$ cat config.mk
export PLATFORM = sky130hd
export DESIGN_NAME = fft_stream_adapter
export DESIGN_NICKNAME = d
export VERILOG_FILES = /design/src/rtl/fft_stream_adapter.sv
export SDC_FILE = /design/constraint.sdc
export NUM_CORES = 2
export LEC_CHECK = 0
export CAP_MARGIN = 20
export CORE_AREA = 4 4 435 437
export DETAILED_ROUTE_END_ITERATION = 12
export DIE_AREA = 0 0 439 441
export DONT_BUFFER_PORTS = 1
export GPL_TIMING_DRIVEN = 0
export PLACE_DENSITY = 0.46
export SLEW_MARGIN = 20
export SYNTH_ARGS = -nofsm -noshare
export SYNTH_HDL_FRONTEND = slang
export SYNTH_SLANG_ARGS = --single-unit
$ cat constraint.sdc
create_clock -name clk -period 35.9 [get_ports clk]
set_clock_uncertainty 0.05 [all_clocks]
set_input_delay 7.18 -clock clk [delete_from_list [all_inputs] [get_ports clk]]
set_output_delay 7.18 -clock clk [all_outputs]
set_load 0.02 [all_outputs]
$ cat src/rtl/fft_stream_adapter.sv
// Streaming valid/ready front/back end for the parallel radix-4 FFT core:
// collects one frame, starts the core, captures its result and replays it bin by bin.
module fft_stream_adapter #(
  parameter int WIDTH    = 16,
  parameter int N_POINTS = 16,
  parameter int TIMEOUT  = 1024
) (
  input  logic                      clk,
  input  logic                      rst,
  input  logic                      s_valid,
  output logic                      s_ready,
  input  logic [WIDTH-1:0]          s_real,
  input  logic [WIDTH-1:0]          s_imag,
  input  logic                      s_last,
  input  logic                      reorder_en,
  output logic                      core_start,
  output logic [WIDTH*N_POINTS-1:0] core_din_real,
  output logic [WIDTH*N_POINTS-1:0] core_din_imag,
  input  logic [WIDTH*N_POINTS-1:0] core_dout_real,
  input  logic [WIDTH*N_POINTS-1:0] core_dout_imag,
  input  logic                      core_done,
  output logic                      m_valid,
  input  logic                      m_ready,
  output logic [WIDTH-1:0]          m_real,
  output logic [WIDTH-1:0]          m_imag,
  output logic [$clog2(N_POINTS)-1:0] m_index,
  output logic                      m_last,
  output logic                      err_short,
  output logic                      err_long,
  output logic                      err_timeout,
  output logic                      busy
);

  localparam int IW = $clog2(N_POINTS);
  localparam int TW = $clog2(TIMEOUT + 1);
  localparam int FW = WIDTH * N_POINTS;
  localparam logic [IW-1:0] LAST_IDX = IW'(N_POINTS - 1);
  localparam logic [TW-1:0] LAST_T   = TW'(TIMEOUT - 1);

  typedef enum logic [1:0] {FILL, START, WAIT, DRAIN} state_t;

  state_t          state;
  logic [IW-1:0]   wr_cnt;
  logic [IW-1:0]   rd_cnt;
  logic [TW-1:0]   t_cnt;
  logic            reorder;
  logic [FW-1:0]   din_real;
  logic [FW-1:0]   din_imag;
  logic [FW-1:0]   out_real;
  logic [FW-1:0]   out_imag;
  logic [IW-1:0]   nxt_idx;
  logic [IW-1:0]   nxt_sel;

  // Reverse the base-4 digits of an index (IW is even for a power-of-4 N).
  function automatic logic [IW-1:0] digitrev4(input logic [IW-1:0] v);
    logic [IW-1:0] r;
    r = '0;
    for (int unsigned d = 0; d < IW / 2; d++) begin
      r[2*d +: 2] = v[IW-2-2*d +: 2];
    end
    return r;
  endfunction

  assign core_din_real = din_real;
  assign core_din_imag = din_imag;

  always_comb begin
    nxt_idx = rd_cnt + 1'b1;
    nxt_sel = reorder ? digitrev4(nxt_idx) : nxt_idx;
  end

  always_ff @(posedge clk or posedge rst) begin
    if (rst) begin
      state       <= FILL;
      wr_cnt      <= '0;
      rd_cnt      <= '0;
      t_cnt       <= '0;
      reorder     <= 1'b0;
      din_real    <= '0;
      din_imag    <= '0;
      out_real    <= '0;
      out_imag    <= '0;
      s_ready     <= 1'b1;
      core_start  <= 1'b0;
      m_valid     <= 1'b0;
      m_real      <= '0;
      m_imag      <= '0;
      m_index     <= '0;
      m_last      <= 1'b0;
      err_short   <= 1'b0;
      err_long    <= 1'b0;
      err_timeout <= 1'b0;
      busy        <= 1'b0;
    end else begin
      core_start <= 1'b0;
      case (state)
        FILL: begin
          if (s_valid && s_ready) begin
            if (wr_cnt == '0) reorder <= reorder_en;
            // An early s_last zero-pads every slot above the one being written.
            for (int unsigned j = 0; j < N_POINTS; j++) begin
              if (j == int'(wr_cnt)) begin
                din_real[j*WIDTH +: WIDTH] <= s_real;
                din_imag[j*WIDTH +: WIDTH] <= s_imag;
              end else if (s_last && j > int'(wr_cnt)) begin
                din_real[j*WIDTH +: WIDTH] <= '0;
                din_imag[j*WIDTH +: WIDTH] <= '0;
              end
            end
            if (wr_cnt == LAST_IDX || s_last) begin
              state      <= START;
              s_ready    <= 1'b0;
              busy       <= 1'b1;
              core_start <= 1'b1;
              t_cnt      <= '0;
              wr_cnt     <= '0;
              if (wr_cnt == LAST_IDX && !s_last) err_long  <= 1'b1;
              if (wr_cnt != LAST_IDX && s_last)  err_short <= 1'b1;
            end else begin
              wr_cnt <= wr_cnt + 1'b1;
            end
          end
        end
        START: begin
          state <= WAIT;
          t_cnt <= t_cnt + 1'b1;
        end
        WAIT: begin
          if (core_done) begin
            out_real <= core_dout_real;
            out_imag <= core_dout_imag;
            state    <= DRAIN;
            rd_cnt   <= '0;
            // Bin 0 maps to slot 0 in both orders, so it comes straight off the core bus.
            m_valid  <= 1'b1;
            m_real   <= core_dout_real[WIDTH-1:0];
            m_imag   <= core_dout_imag[WIDTH-1:0];
            m_index  <= '0;
            m_last   <= 1'b0;
          end else if (t_cnt == LAST_T) begin
            err_timeout <= 1'b1;
            state       <= FILL;
            s_ready     <= 1'b1;
            busy        <= 1'b0;
          end else begin
            t_cnt <= t_cnt + 1'b1;
          end
        end
        DRAIN: begin
          if (m_ready) begin
            if (rd_cnt == LAST_IDX) begin
              state   <= FILL;
              m_valid <= 1'b0;
              m_last  <= 1'b0;
              s_ready <= 1'b1;
              busy    <= 1'b0;
            end else begin
              rd_cnt  <= nxt_idx;
              m_index <= nxt_idx;
              m_last  <= (nxt_idx == LAST_IDX);
              m_real  <= out_real[int'(nxt_sel)*WIDTH +: WIDTH];
              m_imag  <= out_imag[int'(nxt_sel)*WIDTH +: WIDTH];
            end
          end
        end
        default: state <= FILL;
      endcase
    end
  end

endmodule

# ---- Word-level counts from Yosys, hierarchy flattened
# Index checks and enable logic that the tools add are counted.
# W data, S select, Z words.
dict set report op_classes {
  addsub 3
  order_cmp 15
  eq_ne 33
  shift 2
  n_mux 94
  n_bitwise 1
  n_reduce_logical 67
}
# cell n
set ops {}
lappend ops {{$mux W16} 51}
lappend ops {{$shiftx A256 B9 Y16} 2}
lappend ops {{$pmux W16 S2} 2}
lappend ops {{$reduce_and A3 Y1} 18}
lappend ops {{$mux W11} 4}
lappend ops {{$pmux W11 S3} 1}
lappend ops {{$eq A4 B4 Y1 const A} 8}
lappend ops {{$gt A4 B4 Y1 const A} 8}
lappend ops {{$reduce_bool A2 Y1} 16}
lappend ops {{$mux W4} 5}
lappend ops {{$mux W1} 19}
lappend ops {{$logic_and A1 B1 Y1} 18}
lappend ops {{$ne A2 B2 Y1 const B} 9}
lappend ops {{$eq A3 B4 Y1 const A} 4}
lappend ops {{$gt A3 B4 Y1 const A} 4}
lappend ops {{$reduce_and A4 Y1} 4}
lappend ops {{$eq A4 B4 Y1 const B} 3}
lappend ops {{$mux W2} 6}
lappend ops {{$add A11 B1 Y11 const B} 1}
lappend ops {{$eq A11 B10 Y1 const B} 1}
lappend ops {{$reduce_and A5 Y1} 2}
lappend ops {{$add A4 B1 Y4 const B} 2}
lappend ops {{$eq A2 B4 Y1 const A} 2}
lappend ops {{$gt A2 B4 Y1 const A} 2}
lappend ops {{18 further kinds} 23}
dict set report word_totals {
  reg_bits 1086
  in_bits 551
  output_inout_bits 556
  elab_cells 264
}

# ---- Longest topological paths before layout
dict set report logic_depth {
  word_depth 6
  ltp_mapped 10
  ltp_nobuf 7
}

# ---- Worst setup path before layout
# No wires, ideal clock.
dict set report synth_timing {
  path_type {input to register}
  from {input s_last}
  to {register t_cnt[2]}
  setup_time_ns 0.121
  arrival_ns 8.612
  t_required_ns 35.729
  path_slack_ns 27.117
  path_stages 7
  path_cell_list {buf_2 > and3b_1 > a2111o_1 > a21o_1 > buf_2 > buf_6 > a22o_1}
}
dict set report synth_via {
  elab_chain_cells 3
}
# element line_no
set synth_lines {}
lappend synth_lines {{start: declaration} 14} ;# input logic s_last,
lappend synth_lines {{$logic_or A1 B1 Y1} 110} ;# if (wr_cnt == LAST_IDX || s_last) begin
lappend synth_lines {{$ne A2 B2 Y1 (no source line)} -}
lappend synth_lines {{$reduce_and A5 Y1 (no source line)} -}
lappend synth_lines {{end signal: assignment} 126} ;# t_cnt <= t_cnt + 1'b1;
lappend synth_lines {{end signal: assignment} 146} ;# t_cnt <= t_cnt + 1'b1;
lappend synth_lines {{end: declaration} 45} ;# logic [TW-1:0] t_cnt;
# Every way passes these cells.
# A chain may end at the register's enable or synchronous reset.

# ---- Worst setup path after layout
dict set report layout_timing {
  from {input core_done}
  to {register out_imag[232]}
}
dict set report layout_via {
  elab_chain_cells 1
}
# element line_no
set layout_lines {}
lappend layout_lines {{start: declaration} 21} ;# input logic core_done,
lappend layout_lines {{$reduce_and A2 Y1 (no source line)} -}
lappend layout_lines {{end signal: assignment} 131} ;# out_imag <= core_dout_imag;
lappend layout_lines {{end: declaration} 50} ;# logic [FW-1:0] out_imag;
# Every way passes these cells.

==> impl_results.md <==
- Initial Util: around a quarter
- Placer Congestion: 0.880
- Fmax: 0.109 GHz
- Sequential fraction of design power: a little under half
- Detailed-route via count: about 36000
- Mux cell area share after synthesis: roughly 5.2%
- Compound-Gate Fraction of Synth Area: between 10 and 15%
- Slowest CP cell: clkbuf_1
- Global-route wire length before repair: slightly below 300 mm
- Post-Synthesis Cells: between 4000 and 5000
- Sequential-to-total area share from yosys stat: between 50% and 60%
- Die Y: approximately 440 µm
- Kind of critical path: in2reg
- Total gr overflow: 0
- Dpl cells: between 6000 and 7000
- Clock Path Buffers: 3
- Yosys cell types: 50
- CTS Buf Count: 132
- Worst Setup SP: core_done
- Post-synth ARST share: between 90% and 100%
- Syn Nets: roughly 5000
- Pint: 2.04 mW
- CORE AREA: 185000 µm²
- Clk pwr share: 52.2%
- Share of cells above drive strength 1: 8.71%
- Die area: around 190000 µm²
- Synth warn: 0
- Sw Ratio: about a quarter
- Pwr/cell area: 49.4 nW/µm²
- Combinational power share: around 1.9%
- Fin cells: 7246
- Setup_tns: 0 ns
- Cell family with the largest share of critical-path delay: buffers and inverters
- Pwr Total: between 2 and 3 mW
- Detailed-route DRC error count: 0
- Post-route ant nets: 0
- Startpoint Class: input pin
- Max-slew violations: 0
- Clock tree sinks: 1086
- Max_cap viols: 0
- Status: finished clean
- Fin nets: a little over 5000
- Leakage power total: ~26 nW
- Post-CTS Resized: 0
- Setup-failing EPs final: 0
- Number of I/O pins: 1107
- DR WL/cell: slightly below 30 µm
- Commonest non-fill, non-tap cell in the layout: nand2_1
- Worst EP arrival: 9.82 ns
- RSZ-0062 raised after global routing: false
- CTS tree: done
- Floorplan row count: around 160
- Clk pin slew, worst setup/hold paths: roughly 0.060 ns
- Yosys reg bits: ~1100
- Largest net degree at the start of global routing: 34
- Root Driver: clkbuf_16
- Final wirelength: about 210 mm
- CP required: 36.56 ns
- Post-Syn Area: 45300 µm²
- Initial drt markers: roughly 2800
- Slew @ Worst Pin: 1.07 ns
- Crit path buf inv count: 3
- Setup Fix Bufs, Post-CTS: 0
- Most frequent cells in the layout: 1834 x nand2_1, 1085 x dfrtp_1, 459 x a22o_1
- Tmin final: 9.16 ns
- Post-synth EDFFs: 0
- Routed vias/inst: ~4.9
- Worst hold margin: between 0.4 and 0.5 ns
- Die width: 439 µm
- CP Capture Type: register
- Reg-to-reg startpoint: rd_cnt[0]$_DFFE_PP0P_
- Headroom to the max-slew limit: ~29%
- Skew-Pair Late Insertion Delay: just under 0.8 ns
- XOR/XNOR share of the synthesized area: less than 1%
- Final hold violation count: 0
- Detail Placement HPWL: 170 mm
- Largest family of logic cells by synthesized area: simple AND/OR/NAND/NOR gates
- Final Util: between 20% and 30%
- Critical Path Max Stage Delay: roughly 0.8 ns
- CTS H-tree depth: 4
- Most used DFF post-synth: dfrtp_1
- Peak VDD IR: 0.0426 mV
- Worst-path cell chain: nand2_1 -> clkbuf_1 -> clkbuf_1 -> clkbuf_1 -> nand2_1 -> nand2_1
- Port bufs: 0
- Final period util: about a quarter
- Avg Cell Area, Syn: about 10 µm²
- Psw: 630 µW
- Total track usage: a little over a fifth
- DR pass1 iterations: 5
- Adder-Cell Fraction of Synth Area: less than 1%
- Vias in the first global route: about 36000
- Min-delay src: out_imag[201]$_DFFE_PP0P_
- Critical-path maximum fanout: 10
- Hold buffer count at cts: 0
- Hold Crit Class: reg2reg
- Initial antenna violation count: 44
- Post-Synth Simple-Gate Area: 17.1%
- Synth-to-Final Area Change: 19.1%
power groups by stage:
stage	clock network (mW)	registers, mW	logic (mW)
2_1_floorplan	0	1.25	0.0247
3_3_place_gp	0	1.25	0.0418
3_5_place_dp	0	1.25	0.0535
4_1_cts	1.42	1.22	0.0536
5_1_grt	1.47	1.22	0.0572
6_report	1.39	1.22	0.0510
synth_stat cells (6+ instances only):
cell | instances | area share, %
a21oi_1 | 42 | 0.46
a21o_1 | 6 | 0.099
inv_1 | 11 | 0.091
o21ai_0 | 23 | 0.25
nor3b_1 | 32 | 0.53
nand2b_1 | 15 | 0.21
mux2_2 | 34 | 0.85
a211oi_1 | 63 | 1.0
dfrtp_1 | 1085 | 60
a32oi_1 | 63 | 1.2
mux2i_1 | 196 | 4.3
clkbuf_1 | 281 | 2.3
ha_1 | 12 | 0.33
buf_4 | 24 | 0.40
buf_2 | 35 | 0.39
nor3_1 | 10 | 0.11
nor2_1 | 14 | 0.12
o22ai_1 | 65 | 0.90
o31ai_2 | 26 | 0.72
nand3_1 | 40 | 0.44
buf_1 | 15 | 0.12
o31ai_1 | 10 | 0.17
a22o_1 | 459 | 8.9
nand2_1 | 1834 | 15
routing by layer:
| metal | track usage (%) | wire (µm) |
|---|---|---|
| met1 | 24.3 | 79400 |
| met3 | 5.33 | 16300 |
| met5 | 0 | 142 |
| met2 | 37.4 | 109000 |
| met4 | 10.5 | 10300 |
path summary, 6_finish.rpt:
path	slack, ns	depth (start not counted)	to
setup / recovery	26.74	6	out_imag[232]$_DFFE_PP0P_
hold / removal	0.42	2	out_imag[201]$_DFFE_PP0P_
max in group asynchronous	27.65	8	out_real[136]$_DFFE_PP0P_
hold reg to reg	0.42	2	out_imag[201]$_DFFE_PP0P_
min in group asynchronous	6.21	1	core_din_imag[127]$_DFFE_PP0P_
setup reg to reg	31.83	9	m_real[0]$_DFFE_PP0P_
worst register-to-register path, delay by kind of cell (launching register included):
| kind | cells | cell delay (ns) |
|---|---|---|
| DFF | 1 | 0.69 |
| xor gates and xnor gates | 1 | 0.17 |
| adders and majority gates | 1 | 0.40 |
| muxes | 3 | 1.30 |
| buffers and inverters | 2 | 0.76 |
| AOI/OAI and AO/OA | 2 | 0.60 |
cell type report:
class | count | area [µm²]
diodes | 37 | 92.6
inverters | 11 | 45.0
clock buffers | 182 | 3700
fillers | 19600 | 131000
multi-input cells | 2990 | 16600
repair buffers | 48 | 883
well taps | 2480 | 3100
plain buffers | 358 | 1520
flip-flops and latches | 1086 | 27200
clock inverters | 54 | 779
kinds of logic after synthesis:
group                    Yosys count
multiplexers                     231
XOR/XNOR                           2
flip-flops                      1086
AO/OA/AOI/OAI                    769
adder cells (fa/ha/maj)           12
AND/OR/NAND/NOR                 1976
buffers and inverters            369
sequential cells by signal, indices dropped and copies added, names as in the netlist:
signal and flops:
wr_cnt 4, m_valid 1, core_din_real 256, err_short 1, err_timeout 1, busy 1, core_din_imag 256, out_imag 256
t_cnt 11, core_start 1, m_last 1, reorder 1, s_ready 1, rd_cnt 4, out_real 256, state 2
m_real 16, m_imag 16, err_long 1
stage by stage:
stage               cell area [µm²]  worst slack (ns)
global route                  53900             26.63
CTS                           53800             26.78
global placement              48400              6.68
floorplan                     45300             13.69
finish                        53900             26.74
detailed placement            49400             25.92
(Power assumes the default switching activity.)
